File: config.mk
export PLATFORM = sky130hd
export DESIGN_NAME = reg8_access_arbiter
export DESIGN_NICKNAME = d
export VERILOG_FILES = /design/src/rtl/reg8_arb_pkg.sv /design/src/rtl/rr_pick.sv /design/src/rtl/reg8_access_arbiter.sv
export SDC_FILE = /design/constraint.sdc
export NUM_CORES = 1
export LEC_CHECK = 0
export BUFFER_PORTS_ARGS = -buffer_cell sky130_fd_sc_hd__buf_2
export CELL_PAD_IN_SITES_DETAIL_PLACEMENT = 1
export CELL_PAD_IN_SITES_GLOBAL_PLACEMENT = 1
export CORE_AREA = 4 4 73 75
export DETAILED_ROUTE_END_ITERATION = 7
export DIE_AREA = 0 0 77 79
export GPL_TIMING_DRIVEN = 0
export PLACE_DENSITY = 0.87
export SYNTH_ARGS = -nofsm -noshare
export SYNTH_HDL_FRONTEND = slang
export SYNTH_SLANG_ARGS = --single-unit
File: constraint.sdc
create_clock -name clk -period 2.6 [get_ports clk]
set_clock_uncertainty 0.15 [all_clocks]
set_input_delay 0.26 -clock clk [delete_from_list [all_inputs] [get_ports clk]]
set_output_delay 0.26 -clock clk [all_outputs]
set_load 0.05 [all_outputs]
File: src/rtl/reg8_arb_pkg.sv
// Shared definitions for the 8-bit register access arbiter.
// Holds the FSM state encoding and the default data width.
package reg8_arb_pkg;

  localparam int WIDTH_DEFAULT = 8;

  typedef enum logic [1:0] {
    ST_IDLE = 2'd0,
    ST_BUSY = 2'd1,
    ST_ACK  = 2'd2
  } state_t;

endpackage

File: src/rtl/rr_pick.sv
// Combinational round-robin picker: finds the first set request bit
// starting just above the last winner, wrapping around.
module rr_pick #(
  parameter int N_REQ = 4,
  parameter int IDXW  = $clog2(N_REQ)
) (
  input  logic [N_REQ-1:0] req,
  input  logic [IDXW-1:0]  last,
  output logic [N_REQ-1:0] winner_oh,
  output logic [IDXW-1:0]  winner_idx,
  output logic             valid
);

  int              cand;
  logic [IDXW-1:0] cand_idx;

  always_comb begin
    winner_oh  = '0;
    winner_idx = '0;
    valid      = 1'b0;
    cand       = 0;
    cand_idx   = '0;
    // The loop visits last+1 .. last+N_REQ, so the previous winner is checked last.
    for (int k = 1; k <= N_REQ; k++) begin
      cand     = (int'(last) + k) % N_REQ;
      cand_idx = IDXW'(cand);
      if (!valid && req[cand_idx]) begin
        valid               = 1'b1;
        winner_idx          = cand_idx;
        winner_oh[cand_idx] = 1'b1;
      end
    end
  end

endmodule

File: src/rtl/reg8_access_arbiter.sv
// Round-robin arbiter and write sequencer sharing one external 8-bit register
// among N_REQ requesters through a req/ack handshake.
module reg8_access_arbiter
  import reg8_arb_pkg::*;
#(
  parameter int N_REQ = 4,
  parameter int WIDTH = WIDTH_DEFAULT
) (
  input  logic                   clk,
  input  logic                   rst,
  input  logic [N_REQ-1:0]       req,
  input  logic [N_REQ-1:0]       we,
  input  logic [N_REQ*WIDTH-1:0] wdata,
  input  logic [WIDTH-1:0]       reg_q,
  output logic [WIDTH-1:0]       reg_d,
  output logic [N_REQ-1:0]       gnt,
  output logic [N_REQ-1:0]       ack,
  output logic [WIDTH-1:0]       rdata,
  output logic                   busy
);

  localparam int IDXW = $clog2(N_REQ);

  state_t           state, state_nxt;
  logic [IDXW-1:0]  win, win_nxt;
  logic [N_REQ-1:0] win_oh, win_oh_nxt;
  logic [IDXW-1:0]  last, last_nxt;

  logic [N_REQ-1:0] pick_oh;
  logic [IDXW-1:0]  pick_idx;
  logic             pick_valid;
  logic [WIDTH-1:0] win_wdata;

  rr_pick #(
    .N_REQ (N_REQ),
    .IDXW  (IDXW)
  ) u_pick (
    .req        (req),
    .last       (last),
    .winner_oh  (pick_oh),
    .winner_idx (pick_idx),
    .valid      (pick_valid)
  );

  assign win_wdata = wdata[int'(win)*WIDTH +: WIDTH];
  assign rdata     = reg_q;

  always_ff @(posedge clk or negedge rst) begin
    if (!rst) begin
      state  <= ST_IDLE;
      win    <= '0;
      win_oh <= '0;
      last   <= IDXW'(N_REQ - 1);
    end else begin
      state  <= state_nxt;
      win    <= win_nxt;
      win_oh <= win_oh_nxt;
      last   <= last_nxt;
    end
  end

  // The register reloads every clock, so reg_d must echo reg_q whenever no write is due.
  always_comb begin
    state_nxt  = state;
    win_nxt    = win;
    win_oh_nxt = win_oh;
    last_nxt   = last;
    gnt        = '0;
    ack        = '0;
    busy       = 1'b0;
    reg_d      = reg_q;
    case (state)
      ST_IDLE: begin
        if (pick_valid) begin
          win_nxt    = pick_idx;
          win_oh_nxt = pick_oh;
          state_nxt  = ST_BUSY;
        end
      end
      ST_BUSY: begin
        busy = 1'b1;
        gnt  = win_oh;
        if (req[win]) begin
          if (we[win]) begin
            reg_d = win_wdata;
          end
          state_nxt = ST_ACK;
        end else begin
          state_nxt = ST_IDLE;
        end
      end
      ST_ACK: begin
        busy      = 1'b1;
        ack       = win_oh;
        last_nxt  = win;
        state_nxt = ST_IDLE;
      end
      default: begin
        state_nxt = ST_IDLE;
      end
    endcase
  end

endmodule

==> results.py, run 1 <==
metrics = {
    "clocking": {
        "clockRootBuffer": "clkbuf_8",
        "clkSinkCount": 10,
        "cts.path.max_buffers": 2,
        "cts_tree": "done",
        "htreeDepth": 1,
        "clk_latency_ns": 0.24,
        "clkTransAtPathRegs_ns": 0.05,
        "cts_buffers": 3,
    },
    "status": {
        "outcome": "complete, no violations",
    },
    "layout": {
        "area_growth_pct": 43.0,
        "layout-drive-gt1-share": 0.583,
        "nets": 280,
        "stdcell_area_um2": 1920,
        "instances_no_fill": 272,
        "final_cell_mix": "buf_2 (76), buf_4 (16), mux4_2 (11)",
        "final_common_cell": "buf_2",
        "num_antenna_cells": 0,
    },
    "setup_path": {
        "path_delay_family": "buffers and inverters",
        "start_kind": "register",
        "critical_path_class": "register to output pin",
        "crit_cells": 4,
        "arrival_ns": 2.05,
        "slowest_stage": "buf_1",
        "cp.required_ns": 2.19,
        "cp-end-kind": "output pin",
        "ff2ff_path_depth": 7,
        "crit_chain": "buf_1, mux4_2, mux2_2, buf_2",
        "path_buf_inv": 2,
        "cp_max_fo": 10,
        "slowest_delay_ns": 0.48,
    },
    "routing": {
        "dr_wl_met2_um": 2510,
        "drt-initial-drc-count": 73,
        "drtPass1Iterations": 4,
        "wl_met3_um": 186,
        "ant_nets": 0,
        "met1Wirelength_um": 1840,
        "vias_per_cell": 5.16,
        "avgRoutedWirePerCell_um": 17.0,
        "wl_um": 4630,
        "topRoutingLayerUsed": "met4",
        "post-route-drc-count": 0,
        "via_count": 1403,
    },
    "die": {
        "rows": 25,
        "die_h_um": 79,
        "io_pins": 75,
        "initial_core_util": 0.288,
        "design.core.area_um2": 4660,
        "die-area_um2": 6080,
        "die_width_um": 77,
    },
    "placement": {
        "place_ws_ns": -0.140,
        "port-buffer-count": 72,
        "placed_cell_area_um2": 1770,
        "dp.cells": 260,
        "dp_hpwl_um": 3650,
        "place.gp.congestion": 0.849,
    },
    "synthesis": {
        "ys_types": 39,
        "synth_xor_area_frac": 0,
        "synth_top_family_by_area": "multiplexers",
        "ys_seq_elements": 10,
        "synth-compound-area-share": 0.180,
        "synth_top_area_share": 0.185,
        "syn_inst": 134,
        "synth-seq-area-share": 0.189,
        "synth_area_um2": 1340,
        "synth_nets": 195,
        "ys_warn_count": 0,
        "synth-edff-count": 0,
        "yosysTopAreaCell": "mux4_2",
        "ys_top_cells_by_area": "mux4_2 (18%), dfrtp_1 (15%), ha_1 (10%), mux2_2 (6.7%), buf_4 (4.5%)",
        "synthSimpleGateAreaFrac": 0.157,
        "synth_mux_area_frac": 0.277,
        "syn_avg_cell_area_um2": 10.0,
        "async_reset_ff_frac": 1.00,
        "synth_fa_ha_area_frac": 0.103,
        "synth_ff_type": "dfrtp_1",
    },
    "timing": {
        "max_freq_ghz": 0.407,
        "slew_headroom": 0.614,
        "finalSetupViolCount": 0,
        "finalCritPeriodShare": 0.946,
        "period_needed_ns": 2.46,
        "layout_setup_ws_ns": 0.141,
        "maxSlewViolCount": 0,
        "hold_viol": 0,
        "tightest_slew_ns": 0.579,
        "rsz0062_at_grt": "no",
        "final.setup.tns_ns": 0,
    },
    "pwr": {
        "ir_drop_uv": 385,
        "power_density_nw_per_um2": 1090,
        "total_power_mw": 2.09,
        "p_leak_nw": 0.913,
    },
    "global_route": {
        "grt_pass1_vias": 1488,
        "grt_pass1_wl_um": 7180,
        "grt_start_max_net_pins": 14,
        "grtUsageTotal": 0.146,
        "grt-ovfl-total": 0,
        "antenna_found_initial": 0,
    },
    "min_path": {
        "holdCritPathClass": "input pin to async pin",
    },
    "run": {
        "drv_cap": 0,
    },
}
## cell type report
cell class              instances  area [um2]
plain buffers                  14        95.1
clock buffers                   4        55.1
fillers                       565        2740
inverters                       7        30.0
multi-input cells             102         982
flip-flops and latches         10         256
well taps                      54        67.6
repair buffers                 81         430
## through the flow
stage	hold slack [ns]	utilization
global route	0.302	0.411
detailed placement	-0.0172	0.379
CTS	0.263	0.397
floorplan	-0.186	-
finish	0.263	0.411
global placement	-0.0236	0.379
## power breakdown
group          internal, mW  switching [mW]  leakage [nW]
logic                 0.629           0.940         0.766
clock network         0.134          0.0661        0.0288
registers             0.248          0.0752         0.119
## layer usage
metal,track usage,vias up
met4,0.0552,0
met2,0.282,43
li1,-,666
met3,0.0147,9
met5,0,-
met1,0.164,685
## state kept, by name, summed over array words and instances, names as in the netlist
| signal | count |
|---|---|
| last | 2 |
| state | 2 |
| win | 2 |
| win_oh | 4 |
## final timing paths
path / end / slack, ns / from
setup / recovery: reg_d[4] / 0.14 / win[1]
max in group asynchronous: last[0] / 1.78 / rst
hold / removal: state[1] / 0.26 / rst
hold reg to reg: state[0] / 0.38 / state[0]
setup reg to reg: win_oh[1] / 0.17 / last[1]
min in group clk: state[0] / 0.38 / state[0]
## synthesized netlist by cell type, types with 2 or more instances
cell       n
inv_2      2
and2_1     9
nand2_1    9
mux2i_1    2
a22oi_1    4
a31oi_1    2
a21oi_1    7
o21a_1     2
mux4_2    11
buf_2      5
buf_4      8
dfstp_2    2
mux2_2     8
ha_1      11
dfrtp_1    8
inv_1      5
nor4b_1    2
o21ai_0    4
o31ai_1    2
a221oi_1   4
nor2_1     8
nor3_1     2
## timing repair
action,in CTS,in global routing
endpoints found under the setup margin,4,4
hold buffers,1,0
buffers inserted,1,7
endpoints found under the hold margin,10,0
resized for setup,3,2
## kinds of logic after synthesis
logic type      Yosys count
compound gates           31
fa+ha+maj                11
buf+inv                  22
flops                    10
mux                      22
simple gates             38
(Power assumes the default switching activity.)
==> run 2: changes to the inputs <==
--- a/config.mk
+++ b/config.mk
@@ -8,11 +8,11 @@
 export BUFFER_PORTS_ARGS = -buffer_cell sky130_fd_sc_hd__buf_2
 export CELL_PAD_IN_SITES_DETAIL_PLACEMENT = 1
 export CELL_PAD_IN_SITES_GLOBAL_PLACEMENT = 1
-export CORE_AREA = 4 4 73 75
+export CORE_AREA = 4 4 67 69
 export DETAILED_ROUTE_END_ITERATION = 7
-export DIE_AREA = 0 0 77 79
+export DIE_AREA = 0 0 71 73
 export GPL_TIMING_DRIVEN = 0
-export PLACE_DENSITY = 0.87
+export PLACE_DENSITY = 0.95
 export SYNTH_ARGS = -nofsm -noshare
 export SYNTH_HDL_FRONTEND = slang
 export SYNTH_SLANG_ARGS = --single-unit
==> constraint.sdc (replaced) <==
create_clock -name clk -period 2.98 [get_ports clk]
set_clock_uncertainty 0.15 [all_clocks]
set_input_delay 0.447 -clock clk [delete_from_list [all_inputs] [get_ports clk]]
set_output_delay 0.447 -clock clk [all_outputs]
set_load 0.05 [all_outputs]
==> results.py, run 2 (synthesis results as in run 1) <==
metrics = {
    "setup_path": {
        "ff2ff_path_depth": 8,
        "start_kind": "register",
        "r2r-end": "win_oh[2]",
        "cp-end-kind": "register",
        "crit_chain": "buf_2, inv_1, ha_1, inv_2, mux2i_2, nor2b_1, a221oi_1, a21oi_1",
        "r2r_start": "last[1]",
        "crit_path_start": "last[1]",
        "arrival_ns": 2.82,
        "slowest_stage": "dfstp_2",
        "slowest_delay_ns": 0.58,
        "cp_max_fo": 9,
        "critical_path_class": "register to register",
        "reg2reg_slack_ns": 0.11,
        "cp.required_ns": 2.93,
    },
    "layout": {
        "area_growth_pct": 35.4,
        "num_antenna_cells": 0,
        "layout-drive-gt1-share": 0.557,
        "stdcell_area_um2": 1810,
        "final_common_cell": "buf_2",
        "nets": 273,
        "max_flop_register": "win_oh",
        "final_cell_mix": "buf_2 (77), mux4_2 (11), ha_1 (11)",
        "largest_reg_flops": 4,
        "multi_input_area_um2": 961,
        "fill_cells": 476,
        "seq_area_um2": 253,
    },
    "clocking": {
        "cts.path.max_buffers": 2,
        "clkSinkCount": 10,
        "clockRootBuffer": "clkbuf_8",
        "clk_latency_ns": 0.24,
        "htreeDepth": 1,
        "clkTransAtPathRegs_ns": 0.04,
        "post_cts_resized": 0,
        "cts_buffers": 3,
        "postCtsHoldBufs": 1,
        "post_cts_buffers": 0,
        "cts_tree": "done",
    },
    "routing": {
        "drtPass1Iterations": 4,
        "vias_per_cell": 5.42,
        "via_count": 1408,
        "drt-initial-drc-count": 72,
        "ant_nets": 0,
        "post-route-drc-count": 0,
        "avgRoutedWirePerCell_um": 19.7,
        "wl_um": 5120,
    },
    "die": {
        "die_h_um": 73,
        "die_width_um": 71,
        "design.core.area_um2": 3910,
        "rows": 23,
        "initial_core_util": 0.342,
        "io_pins": 75,
        "die-area_um2": 5180,
    },
    "global_route": {
        "grt.met2_usage": 0.380,
        "grt_use_met1": 0.206,
        "grt_busiest_layer": "met2",
        "grt_use_met3": 0.0220,
        "grt_pass1_wl_um": 7750,
        "grtUsageTotal": 0.192,
        "antenna_found_initial": 0,
        "grt_pass1_vias": 1537,
        "grt_start_max_net_pins": 11,
        "grt-ovfl-total": 0,
    },
    "min_path": {
        "holdCritPathClass": "register to register",
        "min_from": "win_oh[0]",
        "worstHoldPathCells": 2,
        "holdPathEnd": "win_oh[0]",
    },
    "placement": {
        "place.gp.congestion": 0.808,
        "port-buffer-count": 72,
        "placed_cell_area_um2": 1760,
        "dp_hpwl_um": 4260,
    },
    "timing": {
        "maxSlewViolCount": 0,
        "period_needed_ns": 2.87,
        "finalCritPeriodShare": 0.964,
        "max_freq_ghz": 0.348,
        "slew_headroom": 0.617,
        "hold_viol": 0,
        "tightest_slew_ns": 0.575,
        "rsz0062_at_grt": "no",
        "final.setup.tns_ns": 0,
        "finalSetupViolCount": 0,
    },
    "pwr": {
        "ir_drop_uv": 312,
        "power_density_nw_per_um2": 945,
        "p_leak_nw": 0.870,
    },
    "run": {
        "drv_cap": 0,
    },
    "status": {
        "outcome": "complete, no violations",
    },
}
run 2: layout make-up:
type                            count  share of cell area
Multi-Input combinational cell    102               0.530
Timing Repair Buffer               73               0.204
Sequential cell                    10               0.139
Buffer                             15              0.0552
Tap cell                           50              0.0345
Clock buffer                        3              0.0228
Inverter                            7              0.0145
run 2: per-stage QoR:
stage,std cells,util,power [mW],hold WS (ns),setup slack (ns)
after floorplan,134,-,1.26,0.00141,0.526
after global placement,256,0.450,1.49,0.160,0.320
after detailed placement,256,0.450,1.56,0.163,0.166
after CTS,260,0.464,1.72,0.412,0.149
after global routing,260,0.464,1.82,0.458,0.0295
final,260,0.464,1.71,0.410,0.106
run 2: power by group:
part	internal (mW)	switching, mW	total, mW
Clock	0.0884	0.0527	0.141
Combinational	0.474	0.807	1.28
Sequential	0.213	0.0786	0.292
Total	0.775	0.939	1.71
run 2: worst max-delay path, delay by kind of cell (launching register included):
kind / cells / cell delay, ns
AOI/OAI and AO/OA: 2 / 0.51
adders and majority gates: 1 / 0.43
buffers and inverters: 3 / 0.53
DFF: 1 / 0.58
muxes: 1 / 0.37
and+or+nand+nor: 1 / 0.17
run 2: per-layer routing:
layer / wire length (um) / part of all wire
met1: 1860 / 0.36
met2: 2980 / 0.58
met3: 157 / 0.031
met4: 121 / 0.024
met5: 0 / 0
run 2: how the worst max path moves through the flow:
stage | to | cells past startpoint | slack, ns
after floorplan | win_oh[0] | 8 | 0.53
after global placement | win_oh[0] | 8 | 0.32
after detailed placement | win_oh[2] | 8 | 0.17
after CTS | win_oh[2] | 8 | 0.15
after global routing | win_oh[1] | 8 | 0.03
final | win_oh[2] | 8 | 0.11
